[src/rtl/wb_mem_arbiter_if.sv]
// Wishbone classic bus bundle shared by the arbiter's instruction, data and
// memory ports.
//   adr    : address, master -> slave
//   dat_m  : write data, master -> slave
//   dat_s  : read data, slave -> master
//   we/sel : write enable / byte selects, master -> slave
//   cyc/stb: cycle / strobe, master -> slave
//   ack/err: termination, slave -> master
interface wb_mem_arbiter_if #(
  parameter int unsigned AW = 32,
  parameter int unsigned DW = 32
);
  logic [AW-1:0] adr;
  logic [DW-1:0] dat_m;
  logic [DW-1:0] dat_s;
  logic          we;
  logic [3:0]    sel;
  logic          cyc;
  logic          stb;
  logic          ack;
  logic          err;

  modport master (
    output adr, dat_m, we, sel, cyc, stb,
    input  dat_s, ack, err
  );

  modport slave (
    input  adr, dat_m, we, sel, cyc, stb,
    output dat_s, ack, err
  );
endinterface

[src/rtl/wb_mem_arbiter.sv]
// Two-into-one Wishbone arbiter: the core's instruction port (iwb) and data
// port (dwb) share one unified-memory master port (mwb). Round-robin on ties,
// grants are locked until ack/err/abort, and a watchdog forces an error on a
// granted transaction that the memory never terminates.
// Ports:
//   clk, rst_n : clock, synchronous active-low reset
//   iwb        : instruction fetch bus (slave side, read-only use)
//   dwb        : data bus (slave side)
//   mwb        : memory bus (master side)
//   grant_o    : current grant, 00 none / 01 ibus / 10 dbus
//   timeout_o  : one-cycle pulse when the watchdog fires
module wb_mem_arbiter #(
  parameter int unsigned AW             = 32,
  parameter int unsigned DW             = 32,
  parameter int unsigned TIMEOUT_CYCLES = 255,
  parameter int unsigned TO_W           = 8
) (
  input  logic                 clk,
  input  logic                 rst_n,
  wb_mem_arbiter_if.slave      iwb,
  wb_mem_arbiter_if.slave      dwb,
  wb_mem_arbiter_if.master     mwb,
  output logic [1:0]           grant_o,
  output logic                 timeout_o
);

  localparam logic            WD_EN    = (TIMEOUT_CYCLES != 0);
  localparam logic [TO_W-1:0] WD_LIMIT = TO_W'(TIMEOUT_CYCLES);

  // Encoding doubles as the grant_o code.
  typedef enum logic [1:0] {
    IDLE  = 2'b00,
    GNT_I = 2'b01,
    GNT_D = 2'b10
  } state_t;

  state_t          state, state_nxt;
  logic            last_d, last_d_nxt;   // 1: dbus held the last grant
  logic [TO_W-1:0] wd_cnt, wd_cnt_nxt;

  logic req_i, req_d, resp;
  logic g_cyc, g_stb, wd_fire;

  assign req_i = iwb.cyc & iwb.stb;
  assign req_d = dwb.cyc & dwb.stb;
  assign resp  = mwb.ack | mwb.err;

  // State register; reset leaves ibus as last owner so dbus wins the first tie.
  always_ff @(posedge clk) begin
    if (!rst_n) begin
      state  <= IDLE;
      last_d <= 1'b0;
      wd_cnt <= '0;
    end else begin
      state  <= state_nxt;
      last_d <= last_d_nxt;
      wd_cnt <= wd_cnt_nxt;
    end
  end

  // Arbitration, master mux, response routing and watchdog.
  always_comb begin
    state_nxt  = state;
    last_d_nxt = last_d;
    wd_cnt_nxt = wd_cnt;
    g_cyc      = 1'b0;
    g_stb      = 1'b0;
    wd_fire    = 1'b0;
    grant_o    = 2'b00;
    timeout_o  = 1'b0;

    mwb.adr    = '0;
    mwb.dat_m  = '0;
    mwb.we     = 1'b0;
    mwb.sel    = 4'h0;
    mwb.cyc    = 1'b0;
    mwb.stb    = 1'b0;

    // Read data is broadcast; only ack/err are steered.
    iwb.dat_s  = mwb.dat_s;
    dwb.dat_s  = mwb.dat_s;
    iwb.ack    = 1'b0;
    iwb.err    = 1'b0;
    dwb.ack    = 1'b0;
    dwb.err    = 1'b0;

    unique case (state)
      IDLE: begin
        wd_cnt_nxt = '0;
        if (req_i && req_d) begin
          state_nxt = last_d ? GNT_I : GNT_D;
        end else if (req_i) begin
          state_nxt = GNT_I;
        end else if (req_d) begin
          state_nxt = GNT_D;
        end
      end
      GNT_I: begin
        grant_o = 2'b01;
        g_cyc   = iwb.cyc;
        g_stb   = iwb.stb;
        mwb.adr = iwb.adr;
        mwb.sel = 4'hF;
      end
      GNT_D: begin
        grant_o   = 2'b10;
        g_cyc     = dwb.cyc;
        g_stb     = dwb.stb;
        mwb.adr   = dwb.adr;
        mwb.dat_m = dwb.dat_m;
        mwb.we    = dwb.we;
        mwb.sel   = dwb.sel;
      end
      default: state_nxt = IDLE;
    endcase

    if (state == GNT_I || state == GNT_D) begin
      // A real ack/err beats the watchdog; an aborted cycle gets no error.
      wd_fire = WD_EN && !resp && g_cyc && (wd_cnt == WD_LIMIT);

      if (resp || !g_cyc || wd_fire) begin
        state_nxt  = IDLE;
        last_d_nxt = (state == GNT_D);
      end else if (WD_EN) begin
        wd_cnt_nxt = wd_cnt + TO_W'(1);
      end

      // Drop the strobe on a watchdog fire so memory sees the cycle end.
      mwb.cyc   = g_cyc & g_stb & ~wd_fire;
      mwb.stb   = g_cyc & g_stb & ~wd_fire;
      timeout_o = wd_fire;

      iwb.ack = (state == GNT_I) & mwb.ack;
      iwb.err = (state == GNT_I) & (mwb.err | wd_fire);
      dwb.ack = (state == GNT_D) & mwb.ack;
      dwb.err = (state == GNT_D) & (mwb.err | wd_fire);
    end
  end

endmodule

[src/flat_wrapper.sv]
// flat-port wrapper written by rule: the top's interface ports become plain ports
module wb_mem_arbiter_flat 
#(
  parameter int unsigned AW             = 32,
  parameter int unsigned DW             = 32,
  parameter int unsigned TIMEOUT_CYCLES = 255,
  parameter int unsigned TO_W           = 8
)
  (clk, rst_n, grant_o, timeout_o, iwb_adr, iwb_dat_m, iwb_we, iwb_sel, iwb_cyc, iwb_stb, iwb_dat_s, iwb_ack, iwb_err, dwb_adr, dwb_dat_m, dwb_we, dwb_sel, dwb_cyc, dwb_stb, dwb_dat_s, dwb_ack, dwb_err, mwb_adr, mwb_dat_m, mwb_we, mwb_sel, mwb_cyc, mwb_stb, mwb_dat_s, mwb_ack, mwb_err);
  wb_mem_arbiter_if #(.AW(AW), .DW(DW)) iwb_i ();
  wb_mem_arbiter_if #(.AW(AW), .DW(DW)) dwb_i ();
  wb_mem_arbiter_if #(.AW(AW), .DW(DW)) mwb_i ();
  input  logic clk;
  input  logic rst_n;
  output logic [1:0] grant_o;
  output logic timeout_o;
  input wire logic [$bits(iwb_i.adr)-1:0] iwb_adr;
  input wire logic [$bits(iwb_i.dat_m)-1:0] iwb_dat_m;
  input wire logic [$bits(iwb_i.we)-1:0] iwb_we;
  input wire logic [$bits(iwb_i.sel)-1:0] iwb_sel;
  input wire logic [$bits(iwb_i.cyc)-1:0] iwb_cyc;
  input wire logic [$bits(iwb_i.stb)-1:0] iwb_stb;
  output wire logic [$bits(iwb_i.dat_s)-1:0] iwb_dat_s;
  output wire logic [$bits(iwb_i.ack)-1:0] iwb_ack;
  output wire logic [$bits(iwb_i.err)-1:0] iwb_err;
  input wire logic [$bits(dwb_i.adr)-1:0] dwb_adr;
  input wire logic [$bits(dwb_i.dat_m)-1:0] dwb_dat_m;
  input wire logic [$bits(dwb_i.we)-1:0] dwb_we;
  input wire logic [$bits(dwb_i.sel)-1:0] dwb_sel;
  input wire logic [$bits(dwb_i.cyc)-1:0] dwb_cyc;
  input wire logic [$bits(dwb_i.stb)-1:0] dwb_stb;
  output wire logic [$bits(dwb_i.dat_s)-1:0] dwb_dat_s;
  output wire logic [$bits(dwb_i.ack)-1:0] dwb_ack;
  output wire logic [$bits(dwb_i.err)-1:0] dwb_err;
  output wire logic [$bits(mwb_i.adr)-1:0] mwb_adr;
  output wire logic [$bits(mwb_i.dat_m)-1:0] mwb_dat_m;
  output wire logic [$bits(mwb_i.we)-1:0] mwb_we;
  output wire logic [$bits(mwb_i.sel)-1:0] mwb_sel;
  output wire logic [$bits(mwb_i.cyc)-1:0] mwb_cyc;
  output wire logic [$bits(mwb_i.stb)-1:0] mwb_stb;
  input wire logic [$bits(mwb_i.dat_s)-1:0] mwb_dat_s;
  input wire logic [$bits(mwb_i.ack)-1:0] mwb_ack;
  input wire logic [$bits(mwb_i.err)-1:0] mwb_err;
  assign iwb_i.adr = iwb_adr;
  assign iwb_i.dat_m = iwb_dat_m;
  assign iwb_i.we = iwb_we;
  assign iwb_i.sel = iwb_sel;
  assign iwb_i.cyc = iwb_cyc;
  assign iwb_i.stb = iwb_stb;
  assign iwb_dat_s = iwb_i.dat_s;
  assign iwb_ack = iwb_i.ack;
  assign iwb_err = iwb_i.err;
  assign dwb_i.adr = dwb_adr;
  assign dwb_i.dat_m = dwb_dat_m;
  assign dwb_i.we = dwb_we;
  assign dwb_i.sel = dwb_sel;
  assign dwb_i.cyc = dwb_cyc;
  assign dwb_i.stb = dwb_stb;
  assign dwb_dat_s = dwb_i.dat_s;
  assign dwb_ack = dwb_i.ack;
  assign dwb_err = dwb_i.err;
  assign mwb_adr = mwb_i.adr;
  assign mwb_dat_m = mwb_i.dat_m;
  assign mwb_we = mwb_i.we;
  assign mwb_sel = mwb_i.sel;
  assign mwb_cyc = mwb_i.cyc;
  assign mwb_stb = mwb_i.stb;
  assign mwb_i.dat_s = mwb_dat_s;
  assign mwb_i.ack = mwb_ack;
  assign mwb_i.err = mwb_err;
  wb_mem_arbiter #(.AW(AW), .DW(DW), .TIMEOUT_CYCLES(TIMEOUT_CYCLES), .TO_W(TO_W)) u_core (.clk(clk), .rst_n(rst_n), .iwb(iwb_i), .dwb(dwb_i), .mwb(mwb_i), .grant_o(grant_o), .timeout_o(timeout_o));
endmodule
[config.mk]
export PLATFORM = sky130hd
export DESIGN_NAME = wb_mem_arbiter_flat
export DESIGN_NICKNAME = d
export VERILOG_FILES = /design/src/rtl/wb_mem_arbiter_if.sv /design/src/rtl/wb_mem_arbiter.sv /design/src/flat_wrapper.sv
export SDC_FILE = /design/constraint.sdc
export NUM_CORES = 1
export LEC_CHECK = 0
export ABC_AREA = 1
export CAP_MARGIN = 20
export CORE_AREA = 2 2 124 126
export CTS_BUF_LIST = sky130_fd_sc_hd__clkbuf_4 sky130_fd_sc_hd__clkbuf_8
export CTS_CLUSTER_SIZE = 30
export DETAILED_ROUTE_END_ITERATION = 8
export DIE_AREA = 0 0 126 128
export HOLD_SLACK_MARGIN = 0.06
export MAX_ROUTING_LAYER = met4
export SLEW_MARGIN = 20
export SYNTH_ARGS = -nofsm -noshare
export SYNTH_HDL_FRONTEND = slang
export SYNTH_SLANG_ARGS = --single-unit
[constraint.sdc]
create_clock -name clk -period 2.3 [get_ports clk]
set_input_delay 0.46 -clock clk [delete_from_list [all_inputs] [get_ports clk]]
set_output_delay 0.46 -clock clk [all_outputs]
set_load 0.01 [all_outputs]
==> run metrics, run 1 <==
status=finished clean; Yosys cell types=21; initial antenna violation count=0; area grow syn2layout=96.1%; via-per-instance ratio=around 3.9; final core occ=0.259; Final Cell Area=3840 sq um; top achievable clock speed=443 MHz; core area=14,900 sq um; clock skew=roughly 0.0012 ns; Clock transition at path regs=0.05 ns; crit-path max FO=11; Max VDD drop=between 0.15 and 0.2 mV; total grt overflow=0; reg2reg setup slack=a little under 0.8 ns; synth top area cells=buf_4 (26%), a32o_1 (16%), nand2_1 (16%), dfxtp_1 (11%), inv_1 (9.2%); adder-cell share of the synthesized area=0.0383; die area=16,100 sq um; H-tree lvl count=1; Mapped Cells=about 320; Starting Density=0.132; Reg2Reg Depth=8; dpl cells=roughly 640; Yosys reg bits=11; Placer Congestion=0.769; CP Data Arrival Time=between 1.5 and 2 ns; total nets after synthesis=505; Tcrit/Tclk final=0.981; worst-path cell chain=inv_2 > buf_4 > ha_4 > bufbuf_16 > a32o_1 > dlygate4sd2_1; # clock sinks=11; antenna cells=0; largest family of logic cells by synthesized area=buffers and inverters; mux cell area share after synthesis=0; Crit Path Class=reg2out; first-pass GRT wire length=~14,000 um; Area after DPL=~3700 sq um; final setup vio count=0; share of layout cells above drive strength 1=0.121; Skew-Pair Late Insertion Delay=around 0.24 ns; DR iter-0 viols=101; most frequent cells in the layout=clkdlybuf4s50_1 (109), nand2_1 (80), dlygate4sd2_1 (59); sequential-to-total area share from yosys stat=0.112; CP Capture Type=output port; Avg WL per Cell=roughly 16 um; WHS=between 0.4 and 0.5 ns; CTS root buffer=clkbuf_8; worst slew pin tran=roughly 0.32 ns; first drt pass iteration count=4; vias=2,508; compound-gate portion of the synthesized area=0.189; Slew headroom=0.786; total of max-cap violations=0; largest area contributor in the netlist=buf_4; buffer levels on the longest clock path=2; Ys Warns=0; Startpoint Class=flip-flop; Die Y-Extent=between 100 and 150 um; largest net degree at the start of global routing=24; vias in the first global route=~2,300; Die X-Extent=roughly 130 um; DP Wirelength=between 8000 and 9000 um; # IOs=320; row count=45; post-route ant nets=0; synthesized area per cell=slightly above 6 sq um; data required time at the worst endpoint=approximately 1.8 ns; drc violations=0; CP max-delay cell=dfxtp_2; PortBufs=about 190; leakage=2.05 nW; Hold Path Stages=2; Post-Synth Simple-Gate Area=0.270; most common cell after layout, fill and taps aside=clkdlybuf4s50_1; Synth top area share=0.261; post-synthesis xor/xnor area fraction=0; fin cells=roughly 640; PD cells=about 290 nW/um^2; CTS tree=built; max-slew violation count=0; delay of the slowest critical-path stage=around 0.33 ns; GRT Util Overall=0.119; fin nets=approximately 640; CTS Buf Count=3; Total Power=between 1 and 1.5 mW; final hold viol count=0; final wirelength=roughly 10,000 um; synthesized area=slightly below 2000 sq um; Period minus WS final=~2.3 ns; fill cell count=1,673; Hold WC Path Type=reg2reg
-- synthesized netlist by cell type --
library cell and number:
a21oi_1 6, a22oi_1 1, a32o_1 32, buf_2 5, buf_4 68, buf_6 1, clkbuf_1 8, dfxtp_1 11
ha_1 6, inv_1 48, inv_2 2, nand2_1 82, nand2_2 2, nand3_1 9, nand3_4 1, nand4_1 1
nor2_1 33, nor2_2 1, nor3_1 2, o21a_1 1, o21ai_0 1
-- power breakdown --
part / switching (mW) / total (mW) / internal (mW) / leakage [nW]
sequential: 0.00343 / 0.200 / 0.197 / 0.0897
combinational: 0.303 / 0.701 / 0.398 / 1.93
clock: 0.0782 / 0.212 / 0.134 / 0.0262
total: 0.385 / 1.11 / 0.728 / 2.05
-- worst paths after layout --
path | from | to
setup / recovery | u_core.state[1] | mwb_adr[11]
hold / removal | u_core.last_d | u_core.last_d
setup reg to reg | u_core.state[1] | u_core.state[1]
hold reg to reg | u_core.last_d | u_core.last_d
-- timing repair --
action	in CTS	in global routing
pin swaps	4	4
cloned	2	0
endpoints found under the setup margin	76	30
setup buffers	2	0
resized for setup	104	22
hold buffers	0	0
-- cell families after synthesis --
group           count (synthesis)
buf+inv                       132
simple gates                  131
compound gates                 41
flops                          11
fa+ha+maj                       6
-- metal layers --
metal  vias up  track usage  routed length, um
met5         -            -                  0
met4         0       0.0116                 33
met3        10       0.0551               1330
met2       152        0.197               5030
met1      1118        0.138               4030
li1       1228            -                  -
-- worst max-delay path: cells and delay by family, from the launching register on --
family | cells | cell delay, ns
compound gates | 1 | 0.27
fa+ha+maj | 1 | 0.18
buf+inv | 4 | 0.76
flops | 1 | 0.33
-- registers in the layout, summed over array words and instances (netlist names) --
signal	flops
u_core.wd_cnt	8
u_core.state	2
u_core.last_d	1
-- final cells by class --
cell class,count,area (sq um),share of cell area
repair buffers,213,2100,0.545
multi-input cells,178,1050,0.273
well taps,188,235,0.0612
flip-flops and latches,11,223,0.0580
inverters,50,190,0.0495
clock buffers,4,48.8,0.0127
-- metrics by stage --
stage                      TNS, ns  setup WS, ns
after floorplan                  0         0.206
after global placement       -5.78        -0.504
after detailed placement     -5.46        -0.532
after CTS                  -0.0261       -0.0261
after global routing      -0.00793      -0.00370
final                            0        0.0442
Power figures use the tool's default switching activity.
==> run 2: changes to the inputs <==
- clock period: 2.3 -> 2.45 ns (I/O delays scaled with it)
==> run 2 against run 1 <==
Effect of this change:
- final area decreased by 0.68%
- global-route usage decreased by 0.24 points
- clock skew increased by 0.0011 ns
- critical path depth increased by 3
- sequential power decreased by 7%
- utilization decreased by 0.18 points
- critical endpoint is now mwb_adr[19]
- largest cell class unchanged
- clock power decreased by 8%
- critical path type unchanged
- combinational power decreased by 7.3%
- non-clock buffer count decreased by 3
==> run metrics, run 2 (synthesis results as in run 1) <==
PortBufs=186 (unchanged); Clock transition at path regs=0.05 ns (about the same); Total Power=1.03 mW (-7.2%); Crit Path Class=reg2out; H-tree lvl count=1 (unchanged); CTS root buffer=clkbuf_8; largest registers=u_core.wd_cnt: 8 flops, u_core.state: 2 flops, u_core.last_d: 1 flops; Tcrit/Tclk final=0.983; sequential share of power=0.181 (about the same); worst-path cell chain=inv_2 > buf_4 > ha_4 > nand2_2 > inv_2 > buf_12 > buf_4 > a32o_1 > dlygate4sd2_1; most frequent cells in the layout=clkdlybuf4s50_1 (140), nand2_1 (80), inv_1 (47); delay of the slowest critical-path stage=0.33 ns (about the same); total of max-cap violations=0 (unchanged); Final Cell Area=3820 sq um (-0.68%); r2r startpoint=u_core.state[1]; Reg with most FFs=u_core.wd_cnt; # clock sinks=11 (unchanged); Placer Congestion=0.771 (+0.23%); Sw Ratio=0.339 (-0.00641); via-per-instance ratio=3.82 (-2.0%); initial antenna violation count=0 (unchanged); # IOs=320 (unchanged); FF-to-FF End=u_core.state[1]; clock skew=0.00229 ns (+0.00109 ns); crit-path max FO=13 (+2); CP max-delay cell=dfxtp_2; Hold WC Path Type=reg2reg; GRT Util Overall=0.117 (-0.00243); fin nets=638 (-0.47%); antenna cells=0 (unchanged); largest net degree at the start of global routing=34 (+42%); CP Capture Type=output port; Net Sw Power=0.351 mW (-9.0%); Hold Buf Count CTS=0 (unchanged); CTS tree=built; most common cell after layout, fill and taps aside=clkdlybuf4s50_1; first drt pass iteration count=4 (unchanged); buffer levels on the longest clock path=2 (unchanged); Reg2Reg Depth=10 (+2); Max VDD drop=0.241 mV (+55%); final wirelength=10,200 um (-1.7%); DP Wirelength=8180 um (-2.0%); data required time at the worst endpoint=1.96 ns (+0.12 ns); worst slew pin tran=0.309 ns (-0.0108 ns); core area=14,900 sq um (unchanged); drc violations=0 (unchanged); Startpoint Class=flip-flop; vias=2,446 (-2.5%); total grt overflow=0 (unchanged); top achievable clock speed=approximately 420 MHz; share of layout cells above drive strength 1=0.104 (-0.0169); post-route ant nets=0 (unchanged); Worst path top cell family by delay=buffers and inverters; Die Y-Extent=128 um (unchanged); crit path launch=u_core.state[0]; CTS Buf Count=3 (unchanged); status=finished clean; first-pass GRT wire length=14,200 um (-1.4%); Die X-Extent=126 um (unchanged); area grow syn2layout=94.8%; P_int=0.682 mW (-6.3%); final core occ=0.257 (-0.00177); crit path to=mwb_adr[19]; worst path bufs/invs=6 (+2); Setup TNS=0 ns (unchanged); dpl cells=632 (-0.63%); unrepaired setup endpoints after global routing=true; Area after DPL=3630 sq um (-1.4%); final setup vio count=0 (unchanged); WP depth=9 (+3); fin cells=641 (-0.47%); number of flip-flops in the largest register=8 (unchanged); combinational share of power=0.629 (about the same); PD cells=271 nW/um^2 (-6.6%); CP Data Arrival Time=1.92 ns (+0.12 ns); Starting Density=0.132 (unchanged); Clock power frac=0.190 (about the same); final hold viol count=0 (unchanged); DR iter-0 viols=104 (+3.0%); vias in the first global route=2,247 (-2.9%); Skew-Pair Late Insertion Delay=0.24 ns (about the same); Period minus WS final=about 2.4 ns; max-slew violation count=0 (unchanged); leakage=1.96 nW (-4.4%); Slew headroom=0.793 (+0.00724); reg2reg setup slack=0.93 ns (+0.15 ns); Avg WL per Cell=16.0 um (-1.2%); row count=45 (unchanged); die area=16,100 sq um (unchanged)
[run 2: changes by cell type in the layout (fill, tap and decap cells not counted), sizes merged]
| cell | delta |
|---|---|
| buf | -4 |
| clkdlybuf4s15 | -10 |
| clkdlybuf4s50 | +31 |
| dlygate4sd2 | -24 |
| dlymetal6s2s | +4 |
[run 2: routing by layer]
layer	up-vias	share of wire	track usage	wire, um
met1	1071	0.40	0.139	4110
met4	0	0.0064	0.0116	66
li1	1219	-	-	-
met3	12	0.12	0.0530	1260
met5	-	0	-	0
met2	144	0.47	0.189	4800
[run 2: metrics by stage]
step / hold slack [ns] / worst slack [ns]
detailed placement: 0.491 / -0.386
global placement: 0.475 / -0.357
CTS: 0.498 / -0.00732
global route: 0.529 / -0.0407
floorplan: 0.456 / 0.326
finish: 0.499 / 0.0416
[run 2: layout make-up]
type,instances,area (sq um)
inverter,50,188
tap,188,235
multi-input combinational,178,1020
fill,1676,11000
sequential,11,221
clock buffer,4,48.8
timing repair buffer,210,2100
[run 2: power groups by stage]
stage          clock (mW)  combinational [mW]  sequential, mW
3_5_place_dp            0               0.596           0.190
6_report            0.196               0.650           0.187
2_1_floorplan           0               0.316           0.192
4_1_cts             0.200               0.660           0.186
5_1_grt             0.211               0.693           0.187
3_3_place_gp            0               0.598           0.190
[run 2: worst min path at each step]
stage	startpoint	endpoint	cells after the start
4_1_cts	u_core.last_d	u_core.last_d	2
5_1_grt	u_core.last_d	u_core.last_d	2
3_3_place_gp	u_core.last_d	u_core.last_d	2
2_1_floorplan	u_core.last_d	u_core.last_d	2
6_report	u_core.last_d	u_core.last_d	2
3_5_place_dp	u_core.last_d	u_core.last_d	2
[run 2: tightest hold or removal path, delay by kind of cell (launching register included)]
kind,cells,cell delay (ns)
and+or+nand+nor,2,0.13
DFF,1,0.32
[run 2: timing repair]
item | 4_1_cts | 5_1_grt
pin swaps | 1 | 3
setup buffers | 2 | 1
endpoints found under the setup margin | 76 | 33
gates cloned | 2 | 0
hold endpoints to repair | 0 | 0
resized for setup | 69 | 11
==> run 3: changes to the inputs <==
- TNS_END_PERCENT: default -> 5
==> run 3 against run 2 <==
Effect of this change:
- worst hold slack barely moved
- total power fell by 2.8%
- first-iteration DRC count rose by 24%
- clock power barely moved
- critical path depth fell by 1
- register-to-register slack improved by 0.05 ns
- final area fell by 1.5%
- die area did not move
- combinational power fell by 4.5%
- critical endpoint is now mwb_stb
==> run metrics, run 3 (synthesis results as in run 1) <==
FF-to-FF End=u_core.wd_cnt[2]; die area=16,100 sq um (unchanged); CP max-delay cell=clkdlybuf4s50_1; Skew-Pair Late Insertion Delay=0.24 ns (about the same); Slew headroom=0.793 (unchanged); PD cells=267 nW/um^2 (-1.3%); Reg with most FFs=u_core.wd_cnt; Total Power=1.00 mW (-2.8%); r2r startpoint=u_core.state[0]; final wirelength=9940 um (-3.0%); post-route ant nets=0 (unchanged); CP Data Arrival Time=1.90 ns (-0.02 ns); CP Capture Type=output port; DR iter-0 viols=129 (+24%); unrepaired setup endpoints after global routing=true; initial antenna violation count=0 (unchanged); status=finished clean; Hold Buf Count CTS=0 (unchanged); fin nets=634 (-0.63%); first-pass GRT wire length=13,600 um (-4.0%); Worst path top cell family by delay=buffers and inverters; Period minus WS final=2.39 ns (-0.0197 ns); Area after DPL=3630 sq um (unchanged); worst-path cell chain=clkdlybuf4s50_1 > nand3_1 > nand2_2 > nand2_1 > buf_4 > o21ai_0 > a21oi_1 > clkdlybuf4s15_2; antenna cells=0 (unchanged); total grt overflow=0 (unchanged); Reg2Reg Depth=11 (+1); number of flip-flops in the largest register=8 (unchanged); delay of the slowest critical-path stage=0.51 ns (+0.18 ns); fin cells=637 (-0.62%); worst slew pin tran=0.309 ns (unchanged); DP Wirelength=8180 um (unchanged); Die X-Extent=126 um (unchanged); final hold viol count=0 (unchanged); Crit Path Class=in2out; core area=14,900 sq um (unchanged); area grow syn2layout=91.8%; # clock sinks=11 (unchanged); Clock transition at path regs=0.05 ns (about the same); first drt pass iteration count=4 (unchanged); Setup TNS=0 ns (unchanged); largest net degree at the start of global routing=36 (+5.9%); Placer Congestion=0.771 (unchanged); via-per-instance ratio=3.83 (+0.46%); worst path bufs/invs=3 (-3); fill cell count=1,679 (+0.18%); vias=2,442 (-0.16%); Tcrit/Tclk final=0.975 (-0.00803); dpl cells=632 (unchanged); crit-path max FO=3 (-10); Min-Delay Startpoint=u_core.last_d; Final Cell Area=3760 sq um (-1.5%); # IOs=320 (unchanged); Max VDD drop=0.240 mV (-0.38%); share of layout cells above drive strength 1=0.0913 (-0.0124); CTS Buf Count=3 (unchanged); most common cell after layout, fill and taps aside=clkdlybuf4s50_1; Die Y-Extent=128 um (unchanged); Avg WL per Cell=15.6 um (-2.4%); multi-input logic area=1020 sq um (unchanged); Hold Crit Endpoint=u_core.last_d; GRT Util Overall=0.111 (-0.00587); Startpoint Class=primary input; total of max-cap violations=0 (unchanged); vias in the first global route=2,218 (-1.3%); H-tree lvl count=1 (unchanged); row count=45 (unchanged); drc violations=0 (unchanged); max-slew violation count=0 (unchanged); top achievable clock speed=419 MHz (+0.82%); CTS root buffer=clkbuf_8; Post-CTS Setup Inserts=0 (-2); WHS=0.499 ns (-0.0000550 ns); leakage=1.91 nW (-2.5%); largest registers=u_core.wd_cnt: 8 flops, u_core.state: 2 flops, u_core.last_d: 1 flops; Hold Path Stages=2 (unchanged); most frequent cells in the layout=clkdlybuf4s50_1 (140), nand2_1 (80), inv_1 (47); Starting Density=0.132 (unchanged); Hold WC Path Type=reg2reg; clock skew=0.00243 ns (+0.000143 ns); final setup vio count=0 (unchanged); reg2reg setup slack=0.98 ns (+0.05 ns); data required time at the worst endpoint=1.96 ns (about the same); PortBufs=186 (unchanged); buffer levels on the longest clock path=2 (unchanged); CTS tree=built; register area=220 sq um (-0.56%)
run 3: through the flow:
| stage | setup slack (ns) | utilization |
|---|---|---|
| 2_1_floorplan | 0.326 | - |
| 3_3_place_gp | -0.357 | 0.245 |
| 3_5_place_dp | -0.386 | 0.245 |
| 4_1_cts | -0.124 | 0.250 |
| 5_1_grt | -0.0503 | 0.253 |
| 6_report | 0.0613 | 0.253 |
run 3: layout make-up:
| class | count | share of cell area |
|---|---|---|
| tap | 188 | 0.0626 |
| sequential | 11 | 0.0586 |
| clock buffer | 4 | 0.0130 |
| timing repair buffer | 206 | 0.544 |
| inverter | 50 | 0.0499 |
| multi-input combinational | 178 | 0.272 |
run 3: metal layers:
metal | part of all wire | global-route usage
met5 | 0 | -
met4 | 0.0066 | 0.0116
met3 | 0.13 | 0.0534
met2 | 0.47 | 0.182
met1 | 0.39 | 0.128
run 3: tightest hold or removal path, stage by stage, from the launching register on:
cell and delay (ns):
dfxtp_1 0.32, nand3_1 0.08, nand2_1 0.05
run 3: where the power goes:
group	total [mW]	internal, mW	switching (mW)
Sequential	0.187	0.184	0.00271
Clock	0.196	0.126	0.0706
Combinational	0.621	0.350	0.271
run 3: worst max path at each step:
stage | from | endpoint | slack (ns) | depth (start not counted)
finish | dwb_cyc | mwb_stb | 0.06 | 8
global route | dwb_cyc | mwb_stb | -0.05 | 8
CTS | u_core.state[1] | mwb_adr[14] | -0.12 | 7
detailed placement | iwb_cyc | iwb_err | -0.39 | 8
global placement | iwb_cyc | iwb_err | -0.36 | 8
floorplan | u_core.state[0] | mwb_stb | 0.33 | 9
run 3: what timing repair did:
action,4_1_cts,5_1_grt
pin swaps,1,0
cloned,0,1
endpoints found under the setup margin,76,11
resized for setup,68,8
